### src/rtl/fifo_wr_ctrl.sv
// Async FIFO write-side pointer/full controller; 1 wr_clk edge from accepted write to updated pointers/status.
// Backpressure: wr_accept drops while full; writes attempted while full are dropped and set sticky overflow.
module fifo_wr_ctrl #(
  parameter int ADDR_SIZE = 4,
  parameter int AF_THRESH = 12
) (
  input  logic                 wr_clk,
  input  logic                 wr_rst,
  input  logic                 wr_en,
  input  logic                 ovf_clr,
  input  logic [ADDR_SIZE:0]   rd_ptr_addr_sync,
  output logic                 wr_accept,
  output logic [ADDR_SIZE-1:0] wr_addr_bin,
  output logic [ADDR_SIZE:0]   wr_addr_grey,
  output logic                 full,
  output logic                 almost_full,
  output logic [ADDR_SIZE:0]   wr_level,
  output logic                 overflow
);

  localparam logic [ADDR_SIZE+1:0] AF_VAL = (ADDR_SIZE+2)'(AF_THRESH);

  logic [ADDR_SIZE:0] r_wbin;
  logic [ADDR_SIZE:0] r_wgrey;
  logic               r_full;
  logic               r_af;
  logic [ADDR_SIZE:0] r_level;
  logic               r_ovf;

  logic [ADDR_SIZE:0] w_wbin_next;
  logic [ADDR_SIZE:0] w_wgrey_next;
  logic [ADDR_SIZE:0] w_rbin;
  logic [ADDR_SIZE:0] w_full_ptr;
  logic [ADDR_SIZE:0] w_level_next;
  logic               w_full_next;
  logic               w_af_next;

  assign wr_accept    = wr_en & ~r_full;
  assign w_wbin_next  = r_wbin + {{ADDR_SIZE{1'b0}}, wr_accept};
  assign w_wgrey_next = (w_wbin_next >> 1) ^ w_wbin_next;

  // Full when the write pointer has lapped the read pointer: top two Gray bits inverted.
  assign w_full_ptr  = {~rd_ptr_addr_sync[ADDR_SIZE:ADDR_SIZE-1], rd_ptr_addr_sync[ADDR_SIZE-2:0]};
  assign w_full_next = (w_wgrey_next == w_full_ptr);

  // Each binary bit is the XOR of all Gray bits at or above it.
  always_comb begin
    w_rbin = '0;
    for (int i = 0; i <= ADDR_SIZE; i++) begin
      w_rbin[i] = ^(rd_ptr_addr_sync >> i);
    end
  end

  assign w_level_next = w_wbin_next - w_rbin;
  assign w_af_next    = ({1'b0, w_level_next} >= AF_VAL);

  always_ff @(posedge wr_clk) begin
    if (!wr_rst) begin
      r_wbin  <= '0;
      r_wgrey <= '0;
      r_full  <= 1'b0;
      r_af    <= 1'b0;
      r_level <= '0;
      r_ovf   <= 1'b0;
    end else begin
      r_wbin  <= w_wbin_next;
      r_wgrey <= w_wgrey_next;
      r_full  <= w_full_next;
      r_af    <= w_af_next;
      r_level <= w_level_next;
      if (wr_en && r_full) begin
        r_ovf <= 1'b1;
      end else if (ovf_clr) begin
        r_ovf <= 1'b0;
      end
    end
  end

  assign wr_addr_bin  = r_wbin[ADDR_SIZE-1:0];
  assign wr_addr_grey = r_wgrey;
  assign full         = r_full;
  assign almost_full  = r_af;
  assign wr_level     = r_level;
  assign overflow     = r_ovf;

endmodule

### config.mk
export PLATFORM = sky130hd
export DESIGN_NAME = fifo_wr_ctrl
export DESIGN_NICKNAME = d
export VERILOG_FILES = /design/src/rtl/fifo_wr_ctrl.sv
export SDC_FILE = /design/constraint.sdc
export NUM_CORES = 1
export LEC_CHECK = 0
export CORE_MARGIN = 2
export CORE_UTILIZATION = 44
export CTS_CLUSTER_DIAMETER = 200
export DETAILED_ROUTE_END_ITERATION = 10
export HOLD_SLACK_MARGIN = 0.06
export PLACE_DENSITY_LB_ADDON = 0.15
export SLEW_MARGIN = 20
export SYNTH_ARGS = -nofsm -noshare
export SYNTH_HDL_FRONTEND = slang
export SYNTH_SLANG_ARGS = --single-unit
### constraint.sdc
create_clock -name wr_clk -period 5.8 [get_ports wr_clk]
set_input_delay 0.58 -clock wr_clk [delete_from_list [all_inputs] [get_ports wr_clk]]
set_output_delay 0.58 -clock wr_clk [all_outputs]
set_load 0.1 [all_outputs]
==> summary.md, run 1 <==
| Metric | Value |
|---|---|
| Largest net degree at the start of global routing | `19` |
| Cells after Synth | `90` |
| Synth area leaders | `dfxtp_1 37%, xor2_1 9.5%, ha_1 8.1%` |
| First-pass GRT wire length | `between 2000 and 3000 microns` |
| Max Root-Sink Buffers | `2` |
| Reg2Reg Depth | `10` |
| Area delta synth->final | `33.78%` |
| Area leader, netlist | `dfxtp_1` |
| Hold_buf cts | `0` |
| Vias/cell | `about 4.8` |
| Outcome | `complete, no violations` |
| Final RePlAce weighted congestion | `~0.73` |
| All-Layer GR Usage | `0.1532` |
| Drt total wl | `approximately 1700 microns` |
| Antenna violations before repair | `0` |
| Vias in the first global route | `691` |
| Crit path arrival time | `roughly 3300 ps` |
| Placed cells | `roughly 140` |
| Maximum vdd drop | `between 0.2 and 0.25 mV` |
| Min-Delay Startpoint | `overflow` |
| Synthesized Nets | `between 100 and 150` |
| Distinct cells, synth | `28` |
| RSZ-0062 raised after global routing | `no` |
| Most frequent cells in the layout | `26 x clkdlybuf4s50_1, 17 x dfxtp_1, 10 x xor2_1` |
| DP HPWL | `1307 microns` |
| Core area | `about 0.002 sq mm` |
| Period utilisation layout | `0.5288` |
| Nets | `approximately 130` |
| Flop-to-flop setup slack | `between 3000 and 4000 ps` |
| Seq cells post-synth | `17` |
| CTS clk-pin slew, worst paths | `100 ps` |
| Top-level I/O count | `27` |
| CTS Root Buffer Type | `clkbuf_4` |
| R2r startpoint | `full` |
| Fmax | `between 0.3 and 0.4 GHz` |
| Worst Path Required | `5990 ps` |
| CTS tree | `yes` |
| Share of Yosys cell area claimed by the top area cell type | `0.3676` |
| Critical Path End Type | `flip-flop` |
| Vias | `689` |
| Wire per inst | `11.46 microns` |
| Lkg Pwr | `around 0.53 nW` |
| Total grt overflow | `0` |
| Min Tclk post-route | `3067 ps` |
| H-tree Lvls | `1` |
| Count of final hold-check violations | `0` |
| Slew HR | `0.3531` |
| Yosys warnings | `0` |
| Avg Cell Area, Syn | `~10 sq um` |
| Worst hold path type | `flip-flop to flip-flop` |
| Commonest non-fill, non-tap cell in the layout | `clkdlybuf4s50_1` |
| Max Cap Violations | `0` |
| Number of setup buffers added after CTS | `0` |
| Worst slew pin tran | `967.3 ps` |
| Die width | `between 40 and 50 microns` |
| Worst-Skew Late Latency | `280 ps` |
| CTS sink count | `17` |
| Max-slew violations | `0` |
| N_diodes | `0` |
| Non-Filler Instances | `~150` |
| Setup CP Type | `input port to flip-flop` |
| Power Dens Cells | `332.6 mW/mm^2` |
| Final setup viols | `0` |
| Cts bufs inserted | `3` |
| Initial core utilization | `0.4672` |
| Layout cell share with drive strength beyond 1 | `0.05085` |
| First-iteration detailed-routing DRC count | `1` |
| Reg-to-reg endpoint | `wr_level[3]` |
| Post-cts resize count | `0` |
| DRC | `0` |
| Worst min-delay path endpoint | `overflow` |
| Synthesized cell area | `about 900 sq um` |
| Row Count | `16` |
| Worst setup SP type | `input port` |
| Die ar. | `~0.0025 sq mm` |
| Port Buf Inserts | `26` |
| TNS Setup | `0 ps` |
| Setup Skew | `around 1.2 ps` |
| Hold path cells | `2` |
| ANT nets after route | `0` |
| DR pass1 iterations | `4` |
| Critical-path maximum fanout | `5` |
| Post-synthesis sequential area ratio | `0.3676` |
| Chip Height | `49.87 microns` |
[cell type report]
type                    instances  area, sq um
clock buffers                   4        26.28
well taps                      27        33.78
multi-input cells              67        563.0
repair buffers                 26        260.3
inverters                       4        15.01
flip-flops and latches         17        340.3
fillers                       173        743.2
[synthesized netlist by cell type]
library cell,count
nor2_1,1
and3_1,2
xor3_1,1
xnor3_2,1
o311ai_0,1
nand3_1,1
nor4_1,1
nor2b_1,7
a21oi_1,2
nand2b_1,5
xor2_1,10
mux2i_1,2
nand2_1,3
ha_1,6
o211ai_1,2
a21o_1,1
xnor2_1,5
dfxtp_1,17
o21ai_0,1
a21boi_0,1
inv_1,4
o41ai_4,1
xor2_2,1
o311a_1,1
nor3_1,2
a22oi_1,1
and2_1,8
clkbuf_1,2
[worst max path at each step]
stage | start | end | cells past startpoint
after CTS | wr_en | wr_level[3] | 11
final | wr_en | wr_level[3] | 11
after detailed placement | wr_en | wr_level[3] | 11
after global placement | wr_en | wr_level[3] | 11
after global routing | wr_en | wr_level[3] | 11
after floorplan | full | wr_level[3] | 10
[critical path, cell delays in order]
cell	delay, ps
clkdlybuf4s50_1	470
nor2b_1	200
ha_1	200
ha_1	180
xor2_1	420
ha_1	360
nor2b_1	170
a22oi_1	150
o311a_1	170
o311ai_0	150
and2_1	200
[sequential cells by signal (all words and copies together) (netlist names)]
register and cells:
almost_full 1, full 1, overflow 1, r_wbin 5
wr_addr_grey 4, wr_level 5
[layer usage]
layer	global-route usage	share of wire
met2	0.2600	0.48
met1	0.1916	0.47
met5	0	0
met4	0.05556	0.017
met3	0.03030	0.039
[cells by family (layout without fill, tap and decap cells)]
family,count (synthesis),count (layout),share of synthesized area
XOR/XNOR,18,18,0.2108
flip-flops,17,17,0.3676
buffers and inverters,6,34,0.02432
AND/OR/NAND/NOR,30,30,0.1878
AO/OA/AOI/OAI,11,11,0.1068
multiplexers,2,2,0.02162
adder cells (fa/ha/maj),6,6,0.08108
[report_power, final]
| group | switching, mW | total, mW | internal [mW] |
|---|---|---|---|
| clock network | 0.0361 | 0.0628 | 0.0267 |
| registers | 0.00397 | 0.135 | 0.131 |
| logic | 0.152 | 0.214 | 0.0627 |
[stage by stage]
stage / cell area (sq um) / hold WS, ps / setup WS (ps) / total power, mW / utilization
2_1_floorplan: 925.9 / 708.2 / 1535 / 0.3066 / -
6_report: 1239 / 486.1 / 2733 / 0.4120 / 0.6250
3_3_place_gp: 1212 / 467.6 / 2482 / 0.3515 / 0.6117
3_5_place_dp: 1212 / 480.9 / 2410 / 0.3528 / 0.6117
5_1_grt: 1239 / 557.7 / 2443 / 0.4359 / 0.6250
4_1_cts: 1239 / 494.3 / 2717 / 0.4166 / 0.6250
Power figures use the tool's default switching activity.
==> run 2: changes to the inputs <==
==> constraint.sdc (replaced) <==
create_clock -name wr_clk -period 3.15 [get_ports wr_clk]
set_input_delay 0.315 -clock wr_clk [delete_from_list [all_inputs] [get_ports wr_clk]]
set_output_delay 0.315 -clock wr_clk [all_outputs]
set_load 0.1 [all_outputs]
==> run 2 against run 1 <==
Sequential power increased by 84%. Critical path type unchanged. Clock-buffer cell count unchanged. Non-clock buffer count increased by 3. Clock skew increased by 5.7 ps. Wire length increased by 5.2%.
==> summary.md, run 2 (synthesis results as in run 1) <==
| Metric | Value |
|---|---|
| Total grt overflow | `0` |
| First-pass GRT wire length | `between 3000 and 4000 microns` |
| Worst-path cell chain | `clkdlybuf4s50_1, xnor3_2, xor2_2, xor2_1, ha_1, nor4_1, a21oi_1, o41ai_4, mux2i_1, a21o_1` |
| Worst hold path type | `flip-flop to flip-flop` |
| Die width | `around 50 microns` |
| Die ar. | `~0.0025 sq mm` |
| Hold path cells | `2` |
| Layout cell share with drive strength beyond 1 | `0.09917` |
| CTS sink count | `17` |
| Vias in the first global route | `roughly 660` |
| Final setup viols | `0` |
| Antenna violations before repair | `0` |
| Slowest stage delay, CP | `between 500 and 600 ps` |
| Critical-path maximum fanout | `5` |
| Fillers | `approximately 170` |
| H-tree Lvls | `1` |
| Vias | `around 700` |
| Flop-to-flop setup slack | `about 740 ps` |
| Worst-Skew Late Latency | `~290 ps` |
| First-iteration detailed-routing DRC count | `7` |
| Worst min-delay path endpoint | `overflow` |
| Maximum vdd drop | `0.3713 mV` |
| Slew HR | `0.3450` |
| N_diodes | `0` |
| Nets | `137` |
| Setup CP Type | `input port to flip-flop` |
| Commonest non-fill, non-tap cell in the layout | `clkdlybuf4s50_1` |
| Period utilisation layout | `0.8446` |
| Max-slew violations | `0` |
| Lkg Pwr | `around 0.56 nW` |
| Number of setup buffers added after CTS | `0` |
| Power Dens Cells | `just over 600 mW/mm^2` |
| Count of final hold-check violations | `0` |
| Wire per inst | `around 12 microns` |
| Fmax | `0.3759 GHz` |
| Final RePlAce weighted congestion | `0.8257` |
| Max Root-Sink Buffers | `2` |
| Highest-delay cell along the critical path | `clkdlybuf4s50_1` |
| Post-cts resize count | `0` |
| DP HPWL | `around 1300 microns` |
| DR pass1 iterations | `4` |
| DRC | `0` |
| Outcome | `complete, no violations` |
| Port Buf Inserts | `26` |
| CTS tree | `yes` |
| Hold_buf cts | `0` |
| Non-Filler Instances | `~150` |
| CTS clk-pin slew, worst paths | `100 ps` |
| Critical Path End Type | `flip-flop` |
| Reg2Reg Depth | `10` |
| Chip Height | `roughly 50 microns` |
| Worst setup SP type | `input port` |
| Area delta synth->final | `36.89%` |
| Worst slew pin tran | `roughly 1000 ps` |
| Min-Delay Startpoint | `overflow` |
| R2r startpoint | `full` |
| Crit path arrival time | `about 2900 ps` |
| All-Layer GR Usage | `0.1596` |
| Core area | `between 0.0015 and 0.002 sq mm` |
| Drt total wl | `approximately 1700 microns` |
| Initial core utilization | `0.4672` |
| RSZ-0062 raised after global routing | `no` |
| Cts bufs inserted | `3` |
| Placed cells | `between 100 and 150` |
| Setup Skew | `a little under 7 ps` |
| Most frequent cells in the layout | `25 x clkdlybuf4s50_1, 16 x dfxtp_1, 10 x xor2_1` |
| Row Count | `16` |
| Reg-to-reg endpoint | `wr_level[3]` |
| Top-level I/O count | `27` |
| Worst Path Required | `about 3300 ps` |
| TNS Setup | `0 ps` |
| Vias/cell | `about 4.7` |
| Min Tclk post-route | `between 2000 and 3000 ps` |
| CTS Root Buffer Type | `clkbuf_4` |
| ANT nets after route | `0` |
| Max Cap Violations | `0` |
| Largest net degree at the start of global routing | `19` |
==> run 2: cell count changes in the layout (fill, tap and decap cells not counted) <==
| cell | previous run | this run |
|---|---|---|
| buf_4 | 0 | 4 |
| dfxtp_2 | 0 | 1 |
| clkdlybuf4s50_1 | 26 | 25 |
| nor2b_1 | 7 | 6 |
| dfxtp_1 | 17 | 16 |
| nor2b_4 | 0 | 1 |
==> run 2: per-layer routing <==
| layer | track usage | up-vias | share of wire | wire length [microns] |
|---|---|---|---|---|
| met1 | 0.2165 | 312 | 0.46 | 812 |
| met5 | 0 | - | 0 | 0 |
| met3 | 0.04545 | 4 | 0.059 | 104 |
| met4 | 0.05556 | 0 | 0.014 | 24 |
| met2 | 0.2422 | 20 | 0.46 | 807 |
| li1 | - | 366 | - | - |
==> run 2: worst max-delay path by stage <==
stage	slack, ps	from	endpoint
detailed placement	200	rd_ptr_addr_sync[4]	almost_full
floorplan	80	full	wr_level[3]
CTS	480	rd_ptr_addr_sync[4]	almost_full
finish	490	rd_ptr_addr_sync[4]	almost_full
global route	310	rd_ptr_addr_sync[4]	almost_full
global placement	290	rd_ptr_addr_sync[4]	almost_full
==> run 2: power breakdown <==
part           switching [mW]  total [mW]  internal, mW
logic                   0.283       0.402         0.119
clock network          0.0686       0.118        0.0492
registers             0.00788       0.249         0.241
==> run 2: layout make-up <==
cell class,count,area [sq um],area share
Tap cell,27,33.78,0.02665
Multi-Input combinational cell,67,570.5,0.4501
Inverter,4,15.01,0.01185
Sequential cell,17,341.6,0.2695
Clock buffer,4,26.28,0.02073
Timing Repair Buffer,29,280.3,0.2211
==> run 2: metrics by stage <==
stage	hold WS [ps]	power, mW	instance area, sq um	utilization	setup slack (ps)
3_3_place_gp	477.7	0.6523	1241	0.6263	289.0
3_5_place_dp	483.2	0.6539	1241	0.6263	196.8
2_1_floorplan	443.2	0.5655	934.6	-	81.33
6_report	490.5	0.7683	1267	0.6395	489.4
5_1_grt	517.3	0.8037	1267	0.6395	308.9
4_1_cts	499.0	0.7705	1267	0.6395	477.4
==> run 2: critical path: cells and delay by family <==
family                   cells  cell delay [ps]
XOR/XNOR                     3             1010
buffers and inverters        1              550
AO/OA/AOI/OAI                3              510
adder cells (fa/ha/maj)      1              250
multiplexers                 1              150
AND/OR/NAND/NOR              1               70
